<file path="config.mk">
export PLATFORM = sky130hd
export DESIGN_NAME = rvfi_check_scheduler
export DESIGN_NICKNAME = d
export VERILOG_FILES = /design/src/rtl/rvfi_check_scheduler.sv
export SDC_FILE = /design/constraint.sdc
export NUM_CORES = 1
export LEC_CHECK = 0
export BUFFER_PORTS_ARGS = -buffer_cell sky130_fd_sc_hd__buf_2
export CAP_MARGIN = 20
export CELL_PAD_IN_SITES_DETAIL_PLACEMENT = 1
export CELL_PAD_IN_SITES_GLOBAL_PLACEMENT = 2
export CORE_ASPECT_RATIO = 1.1
export CORE_MARGIN = 2
export CORE_UTILIZATION = 31
export DETAILED_ROUTE_END_ITERATION = 7
export PLACE_DENSITY = 0.73
export SYNTH_ARGS = -nofsm -noshare
export SYNTH_HDL_FRONTEND = slang
export SYNTH_SLANG_ARGS = --single-unit
</file>
<file path="constraint.sdc">
create_clock -name i_clock -period 2.1 [get_ports i_clock]
set_input_delay 0.315 -clock i_clock [delete_from_list [all_inputs] [get_ports i_clock]]
set_output_delay 0.315 -clock i_clock [all_outputs]
set_load 0.02 [all_outputs]
</file>
<file path="src/rtl/rvfi_check_scheduler.sv">
// ---------------------------------------------------------------------------
// rvfi_check_scheduler
//   Decides when the per-instruction checker's 'check' input fires and on
//   which RVFI retire channel. It sits between the core's RVFI bus and the
//   checker.
//
//   Run flow: WARMUP -> ARMED -> DONE.
//   - WARMUP waits until the cycle counter reaches CHECK_CYCLE-1 with enable.
//   - ARMED lets SKIP retirements pass, then pulses check once, in the same
//     cycle as the retirement, on the lowest valid channel.
//   - DONE is sticky until reset.
//   If the cycle counter saturates while ARMED, the run ends with timeout.
//
// Ports
//   i_clock                in   system clock
//   i_reset                in   asynchronous active-high reset
//   i_enable               in   0 freezes arming/skip progress (cycle still counts)
//   i_rvfi_valid  [NRET]   in   per-channel retire strobe
//   i_rvfi_trap   [NRET]   in   per-channel trap flag
//   i_rvfi_rollback_valid  in   rollback of uncommitted retirements
//   o_check                out  check pulse (combinational)
//   o_check_onehot[NRET]   out  channel being checked, 0 when o_check=0
//   o_check_trap           out  trap flag of the checked channel
//   o_cycle      [CYCLEW]  out  saturating cycles since reset release
//   o_retire_count[CYCLEW] out  saturating count of all retirements
//   o_done                 out  run finished (checked or timed out)
//   o_timeout              out  cycle counter saturated while ARMED
// ---------------------------------------------------------------------------
module rvfi_check_scheduler #(
  parameter int NRET        = 1,
  parameter int CYCLEW      = 8,
  parameter int CHECK_CYCLE = 20,
  parameter int SKIP        = 0
) (
  input  logic              i_clock,
  input  logic              i_reset,
  input  logic              i_enable,
  input  logic [NRET-1:0]   i_rvfi_valid,
  input  logic [NRET-1:0]   i_rvfi_trap,
  input  logic              i_rvfi_rollback_valid,
  output logic              o_check,
  output logic [NRET-1:0]   o_check_onehot,
  output logic              o_check_trap,
  output logic [CYCLEW-1:0] o_cycle,
  output logic [CYCLEW-1:0] o_retire_count,
  output logic              o_done,
  output logic              o_timeout
);

  localparam int SKIPW = (SKIP < 1) ? 1 : $clog2(SKIP + 1);
  localparam int CMAX  = (1 << CYCLEW) - 1;

  typedef enum logic [1:0] {
    S_WARMUP = 2'd0,
    S_ARMED  = 2'd1,
    S_DONE   = 2'd2
  } state_t;

  state_t            r_state;
  state_t            w_state_next;
  logic [CYCLEW-1:0] r_cycle;
  logic [CYCLEW-1:0] r_retire_count;
  logic [SKIPW-1:0]  r_skip;
  logic [SKIPW-1:0]  w_skip_next;
  logic              r_timeout;
  logic              w_timeout_next;

  int                w_pop;
  int                w_retire_sum;
  int                w_skip_sum;
  logic              w_eligible;
  logic              w_skip_pending;
  logic              w_fire;
  logic [NRET-1:0]   w_lowest;

  // Number of channels retiring this cycle.
  always_comb begin
    w_pop = 0;
    for (int i = 0; i < NRET; i++) begin
      w_pop = w_pop + (i_rvfi_valid[i] ? 1 : 0);
    end
  end

  // Isolate the lowest set bit: x & -x.
  assign w_lowest       = i_rvfi_valid & (~i_rvfi_valid + NRET'(1));
  assign w_eligible     = i_enable & (|i_rvfi_valid) & ~i_rvfi_rollback_valid;
  assign w_skip_pending = (int'(r_skip) < SKIP);
  assign w_fire         = (r_state == S_ARMED) & w_eligible & ~w_skip_pending;
  assign w_retire_sum   = int'(r_retire_count) + w_pop;

  always_comb begin
    w_state_next   = r_state;
    w_skip_next    = r_skip;
    w_timeout_next = r_timeout;
    w_skip_sum     = int'(r_skip) + w_pop;
    case (r_state)
      S_WARMUP: begin
        if (i_enable && (int'(r_cycle) >= CHECK_CYCLE - 1)) begin
          w_state_next = S_ARMED;
        end
      end
      S_ARMED: begin
        // Rollback outranks both enable and retirement.
        if (i_rvfi_rollback_valid) begin
          w_skip_next = '0;
        end else if (i_enable && (|i_rvfi_valid)) begin
          if (w_skip_pending) begin
            w_skip_next = SKIPW'((w_skip_sum > SKIP) ? SKIP : w_skip_sum);
          end else begin
            w_state_next = S_DONE;
          end
        end
        // Saturated cycle counter with no check this cycle ends the run.
        if (!w_fire && i_enable && (int'(r_cycle) == CMAX)) begin
          w_state_next   = S_DONE;
          w_timeout_next = 1'b1;
        end
      end
      S_DONE: begin
        w_state_next = S_DONE;
      end
      default: begin
        w_state_next = S_WARMUP;
      end
    endcase
  end

  always_ff @(posedge i_clock or posedge i_reset) begin
    if (i_reset) begin
      r_state        <= S_WARMUP;
      r_cycle        <= '0;
      r_retire_count <= '0;
      r_skip         <= '0;
      r_timeout      <= 1'b0;
    end else begin
      r_state   <= w_state_next;
      r_skip    <= w_skip_next;
      r_timeout <= w_timeout_next;
      if (r_cycle != '1) begin
        r_cycle <= r_cycle + CYCLEW'(1);
      end
      r_retire_count <= (w_retire_sum > CMAX) ? '1 : CYCLEW'(w_retire_sum);
    end
  end

  // Check is gated by reset directly so it drops the instant reset rises.
  assign o_check        = w_fire & ~i_reset;
  assign o_check_onehot = o_check ? w_lowest : '0;
  assign o_check_trap   = o_check & (|(i_rvfi_trap & w_lowest));
  assign o_cycle        = r_cycle;
  assign o_retire_count = r_retire_count;
  assign o_done         = (r_state == S_DONE);
  assign o_timeout      = r_timeout;

endmodule

</file>
After elaboration in Yosys (flattened, before gate mapping)
Index checks and enable logic that the tools add are counted.
{"block": "op_classes", "add_sub_neg": 3, "n_lt_le_gt_ge": 2, "n_eq_ne": 7, "n_mux": 8, "bitwise": 10, "n_reduce_logical": 8}
{"operator": "adder 8 x 1 -> 9 bit", "n": 1}
{"operator": "> comparator 9 x 8 -> 1 bit, second input constant", "n": 1}
{"operator": "adder 8 x 1 -> 8 bit, second input constant", "n": 1}
{"operator": "== test 8 x 1 -> 1 bit, second input constant", "n": 1}
{"operator": "greater-or-equal comparator 8 x 5 -> 1 bit, second input constant", "n": 1}
{"operator": "2-to-1 mux 2 bit", "n": 4}
{"operator": "2-to-1 mux 8 bit", "n": 1}
{"operator": "inequality test 8 bit, second input constant", "n": 1}
{"operator": "AND 1 bit", "n": 7}
{"operator": "case mux 2 bit (3 select lines)", "n": 1}
{"operator": "logical AND 1 bit", "n": 4}
{"operator": "inequality test 3 x 1 -> 1 bit, second input constant", "n": 1}
{"operator": "inequality test 3 x 2 -> 1 bit, second input constant", "n": 1}
{"operator": "NOT 1 bit", "n": 3}
{"operator": "AND reduction 3 bit", "n": 1}
{"operator": "== test 2 x 1 -> 1 bit, second input constant", "n": 1}
{"operator": "== test 2 bit, second input constant", "n": 1}
{"operator": "zero test 2 bit", "n": 1}
{"operator": "2-to-1 mux 1 bit", "n": 2}
{"operator": "inequality test 2 bit, second input constant", "n": 1}
{"operator": "AND reduction 2 bit", "n": 1}
{"operator": "adder 1 bit, second input constant", "n": 1}
{"operator": "zero test 1 bit", "n": 1}
{"block": "word_totals", "reg_bits": 19, "in_bits": 6, "word_cells": 42}

Depth between registers and ports, before layout
{"block": "logic_depth", "ltp_word": 8, "mapped_depth": 5, "mapped_depth_nobuf": 5}

Worst setup path before layout
No wires, ideal clock.
{"block": "synth_path", "path_type": "register to output", "from": "reg r_state[1]", "to": "out o_check_trap", "t_arrival_ns": 1.516, "path_slack_ns": 0.269, "stages_incl_launch_ff": 6, "n_path_buf": 0, "path_cell_list": "dfrtp_1 -> inv_1 -> ha_1 -> nand2_1 -> nor3_1 -> and2_1"}
{"block": "synth_via", "elab_chain_cells": 4}
{"element": "start, declared", "line": "59", "source": "state_t r_state;"}
{"element": "start signal, assigned", "line": "136", "source": "r_state <= w_state_next;"}
{"element": "== test 2 x 1 -> 1 bit", "line": "88", "source": "assign w_fire = (r_state == S_ARMED) & w_eligible & ~w_skip_pending;"}
{"element": "AND 1 bit", "line": "88"}
{"element": "AND 1 bit", "line": "147", "source": "assign o_check = w_fire & ~i_reset;"}
{"element": "named net o_check", "line": "41", "source": "output logic o_check,"}
{"element": "AND 1 bit", "line": "149", "source": "assign o_check_trap = o_check & (|(i_rvfi_trap & w_lowest));"}
{"element": "end, declared", "line": "43", "source": "output logic o_check_trap,"}
The timed path passes the listed nets, and every way through them passes these cells.

Final worst setup path
{"block": "layout_path", "from": "reg r_state[1]", "to": "out o_check_trap"}
{"block": "layout_via", "elab_chain_cells": 4}
{"element": "== test 2 x 1 -> 1 bit", "line": "88"}
{"element": "AND 1 bit", "line": "88"}
{"element": "AND 1 bit", "line": "147"}
{"element": "AND 1 bit", "line": "149"}
No other way between the ends.

==> report_table.html <==
<table>
<tr><th>Metric</th><th>Value</th></tr>
<tr><th colspan="2">Logic synthesis</th></tr>
<tr><td>Gate count after technology mapping</td><td>97</td></tr>
<tr><td>Post-synthesis cell area</td><td>996 um^2</td></tr>
<tr><td>Syn Nets</td><td>109</td></tr>
<tr><td>Yosys reg bits</td><td>19</td></tr>
<tr><td>Count of warnings emitted by yosys</td><td>0</td></tr>
<tr><td>Number of synthesized flops with an enable pin</td><td>0</td></tr>
<tr><td>Proportion of register bits with asynchronous set or reset after synthesis</td><td>1.00</td></tr>
<tr><td>Synth cell types</td><td>26</td></tr>
<tr><td>Most instantiated flip-flop cell in the synthesis netlist</td><td>sky130_fd_sc_hd__dfrtp_1</td></tr>
<tr><td>Portion of the post-synthesis area used by sequential elements</td><td>0.477</td></tr>
<tr><td>Mean area per synthesized cell</td><td>10.3 um^2</td></tr>
<tr><th colspan="2">CTS</th></tr>
<tr><td>Buffers inserted during post-CTS setup optimization</td><td>0</td></tr>
<tr><td>TritonCTS clock tree</td><td>done</td></tr>
<tr><td>Clock Pin Slew Worst Setup and Hold Paths</td><td>100 ps</td></tr>
<tr><td>Maximum count of clock buffers along a single path</td><td>2</td></tr>
<tr><td>Total clock buffers created by CTS</td><td>3</td></tr>
<tr><td>Sink count of the clock tree</td><td>19</td></tr>
<tr><td>Worst skew pair latency</td><td>just under 300 ps</td></tr>
<tr><td>Root Buffer</td><td>sky130_fd_sc_hd__clkbuf_4</td></tr>
<tr><td>CTS Hold Buffers Added</td><td>0</td></tr>
<tr><td>H-tree depth reported by CTS</td><td>1</td></tr>
<tr><td>Number of resized instances in the post-cts repair step</td><td>0</td></tr>
<tr><th colspan="2">Die</th></tr>
<tr><td>Overall die area</td><td>between 0.003 and 0.004 mm^2</td></tr>
<tr><td>Effective utilization at floorplan</td><td>0.327</td></tr>
<tr><td>Boundary pin count</td><td>27</td></tr>
<tr><td>Row Count</td><td>21</td></tr>
<tr><td>Die span in y</td><td>63.4 um</td></tr>
<tr><td>Area of the core</td><td>0.00305 mm^2</td></tr>
<tr><td>Die X-Extent</td><td>just under 60 um</td></tr>
<tr><th colspan="2">Detailed routing</th></tr>
<tr><td>First-pass iteration count of the detailed router</td><td>4</td></tr>
<tr><td>Number of nets still failing antenna checks after routing</td><td>0</td></tr>
<tr><td>Vias per cell</td><td>5.08</td></tr>
<tr><td>Mean routed wirelength per cell</td><td>13.8 um</td></tr>
<tr><td>Total via count in the routed design</td><td>813</td></tr>
<tr><td>Detailed-route DRC error count</td><td>0</td></tr>
<tr><td>Routed Wire Length</td><td>2.21 mm</td></tr>
<tr><td>Initial drt markers</td><td>15</td></tr>
<tr><th colspan="2">Final layout</th></tr>
<tr><td>Fraction of final layout cells sized beyond drive strength 1</td><td>0.294</td></tr>
<tr><td>Signed area change from the synthesized netlist to the final layout</td><td>19.5%</td></tr>
<tr><td>Number of non-filler instances in the completed layout</td><td>160</td></tr>
<tr><td>Leading cell types in the layout, fill and taps excluded</td><td>sky130_fd_sc_hd__buf_2 (26), sky130_fd_sc_hd__dfrtp_1 (19), sky130_fd_sc_hd__nand2_1 (12), sky130_fd_sc_hd__nand3_1 (10), sky130_fd_sc_hd__ha_1 (6)</td></tr>
<tr><td>Inserted Diodes</td><td>0</td></tr>
<tr><td>Utilization after layout</td><td>0.390</td></tr>
<tr><td>Layout net count</td><td>139</td></tr>
<tr><td>Commonest non-fill, non-tap cell in the layout</td><td>sky130_fd_sc_hd__buf_2</td></tr>
<tr><td>Number of fill cells in the layout</td><td>around 360</td></tr>
<tr><th colspan="2">Placed design</th></tr>
<tr><td>IO buf count</td><td>26</td></tr>
<tr><td>Final HPWL DP</td><td>1.70 mm</td></tr>
<tr><td>Final RePlAce weighted congestion</td><td>~0.75</td></tr>
<tr><td>Dpl cells</td><td>156</td></tr>
<tr><th colspan="2">STA</th></tr>
<tr><td>Unrepaired setup endpoints after global routing</td><td>no</td></tr>
<tr><td>Relative slew margins</td><td>0.497</td></tr>
<tr><td>Final-layout worst hold slack</td><td>between 150 and 200 ps</td></tr>
<tr><td>Crit path time final</td><td>~1900 ps</td></tr>
<tr><td>Final clock period utilization by the worst path</td><td>0.913</td></tr>
<tr><td>Worst clock skew on the final layout</td><td>4.21 ps</td></tr>
<tr><td>Final Hold Viols</td><td>0</td></tr>
<tr><td>Worst Tran Pin Value</td><td>roughly 750 ps</td></tr>
<tr><td>Post-Route Setup TNS</td><td>0 ps</td></tr>
<tr><td>Final setup viols</td><td>0</td></tr>
<tr><td>Maximum clock rate</td><td>522 MHz</td></tr>
<tr><td>Final Slew Violations</td><td>0</td></tr>
<tr><th colspan="2">Global routing</th></tr>
<tr><td>Vias in the first global route</td><td>870</td></tr>
<tr><td>Largest net degree at the start of global routing</td><td>20</td></tr>
<tr><td>All-layer global routing usage</td><td>0.140</td></tr>
<tr><td>Overall overflow remaining after global route</td><td>0</td></tr>
<tr><td>First-pass GRT wire length</td><td>about 4 mm</td></tr>
<tr><td>Initial antenna violation count</td><td>0</td></tr>
<tr><th colspan="2">Critical path</th></tr>
<tr><td>Data arrival time of the critical path</td><td>1600 ps</td></tr>
<tr><td>Delay-heaviest family, CP</td><td>simple AND/OR/NAND/NOR gates</td></tr>
<tr><td>Bufs and invs on worst path</td><td>2</td></tr>
<tr><td>Start-to-end type of the worst setup path</td><td>flip-flop to primary output</td></tr>
<tr><td>Critical path required time</td><td>1780 ps</td></tr>
<tr><td>Highest fanout seen on the critical path</td><td>3</td></tr>
<tr><td>Max stage delay on crit path</td><td>420 ps</td></tr>
<tr><td>Nature of the critical path endpoint</td><td>primary output</td></tr>
<tr><td>Type of element launching the critical path</td><td>flip-flop</td></tr>
<tr><td>CP cell instances</td><td>inv_1 &gt; ha_1 &gt; nand2_1 &gt; nor3_1 &gt; and2_1 &gt; buf_2</td></tr>
<tr><td>Crit-path slowest cell</td><td>sky130_fd_sc_hd__dfrtp_1</td></tr>
<tr><th colspan="2">Power</th></tr>
<tr><td>Worst VDD drop</td><td>around 0.54 mV</td></tr>
<tr><td>Overall power of the completed layout</td><td>between 1000 and 1500 uW</td></tr>
<tr><td>Leakage</td><td>0.000588 uW</td></tr>
<tr><td>Power per standard cell area</td><td>984 mW/mm^2</td></tr>
<tr><th colspan="2">Flow run</th></tr>
<tr><td>Count of maximum capacitance violations</td><td>0</td></tr>
<tr><th colspan="2">Hold path</th></tr>
<tr><td>Worst hold-check path type</td><td>input pin to async pin</td></tr>
<tr><th colspan="2">Run status</th></tr>
<tr><td>Outcome</td><td>complete, no violations</td></tr>
</table>
[stage by stage]
stage / area, um^2 / setup WS (ps)
6_report: 1190 / 183
5_1_grt: 1190 / 17.4
4_1_cts: 1190 / 128
3_5_place_dp: 1160 / 393
3_3_place_gp: 1160 / 447
2_1_floorplan: 996 / 269
[power breakdown]
group	total [uW]	internal [uW]	switching (uW)	leakage, uW
clock network	178	73.7	105	0.0000150
logic	448	192	256	0.000337
registers	545	450	95.1	0.000236
[final cells by class]
cell class	instances	area [um^2]	share of cell area
Multi-Input combinational cell	72	497	0.417
Sequential cell	19	475	0.400
Timing Repair Buffer	26	130	0.109
Tap cell	34	42.5	0.0358
Clock buffer	4	26.3	0.0221
Inverter	5	18.8	0.0158
[cells by family after synthesis]
| kind of cell | after synthesis | synth area share |
|---|---|---|
| flops | 19 | 0.477 |
| mux | 3 | 0.0415 |
| buf+inv | 6 | 0.0239 |
| compound gates | 13 | 0.101 |
| fa+ha+maj | 6 | 0.0754 |
| xor+xnor | 6 | 0.0528 |
| simple gates | 44 | 0.229 |
[path summary, 6_finish.rpt]
path                            start                 to  slack [ps]  cells after the start
max in group asynchronous     i_reset         o_cycle[4]        1460                      2
min in group i_clock         i_enable          o_timeout         340                      2
setup reg to reg           o_cycle[0]         r_state[1]         390                      5
hold reg to reg             o_timeout          o_timeout         480                      1
setup / recovery           r_state[1]       o_check_trap         180                      6
hold / removal                i_reset  o_retire_count[6]         170                      2
[metal layers]
layer / track usage / vias up / share of wire / routed length (um)
li1: - / 399 / - / -
met3: 0.0205 / 2 / 0.053 / 117
met4: 0.0523 / 0 / 0.0077 / 17
met1: 0.187 / 389 / 0.48 / 1050
met2: 0.226 / 23 / 0.46 / 1020
met5: 0 / - / 0 / 0
[synthesized netlist by cell type, drive strengths merged (3+ instances only)]
cell / number / area share
ha: 6 / 0.075
and3: 4 / 0.030
mux2: 3 / 0.041
xnor2: 3 / 0.026
nand2: 12 / 0.045
nand2b: 3 / 0.019
o21a: 5 / 0.038
nand4: 3 / 0.019
xor2: 3 / 0.026
nor3: 4 / 0.020
nor2: 4 / 0.015
a21oi: 4 / 0.020
nand3: 11 / 0.060
dfrtp: 19 / 0.48
inv: 5 / 0.019
[sequential cells by signal, indices dropped and copies added, names as in the netlist]
register and cells:
r_state 2, o_timeout 1, o_retire_count 8, o_cycle 8
[worst register-to-register path: stages (launching register included)]
cell and delay (ps):
sky130_fd_sc_hd__dfrtp_1 420, sky130_fd_sc_hd__ha_1 250, sky130_fd_sc_hd__nand4_1 240, sky130_fd_sc_hd__o221ai_2 250, sky130_fd_sc_hd__o21a_1 170, sky130_fd_sc_hd__mux2_4 290
Power figures use the tool's default switching activity.
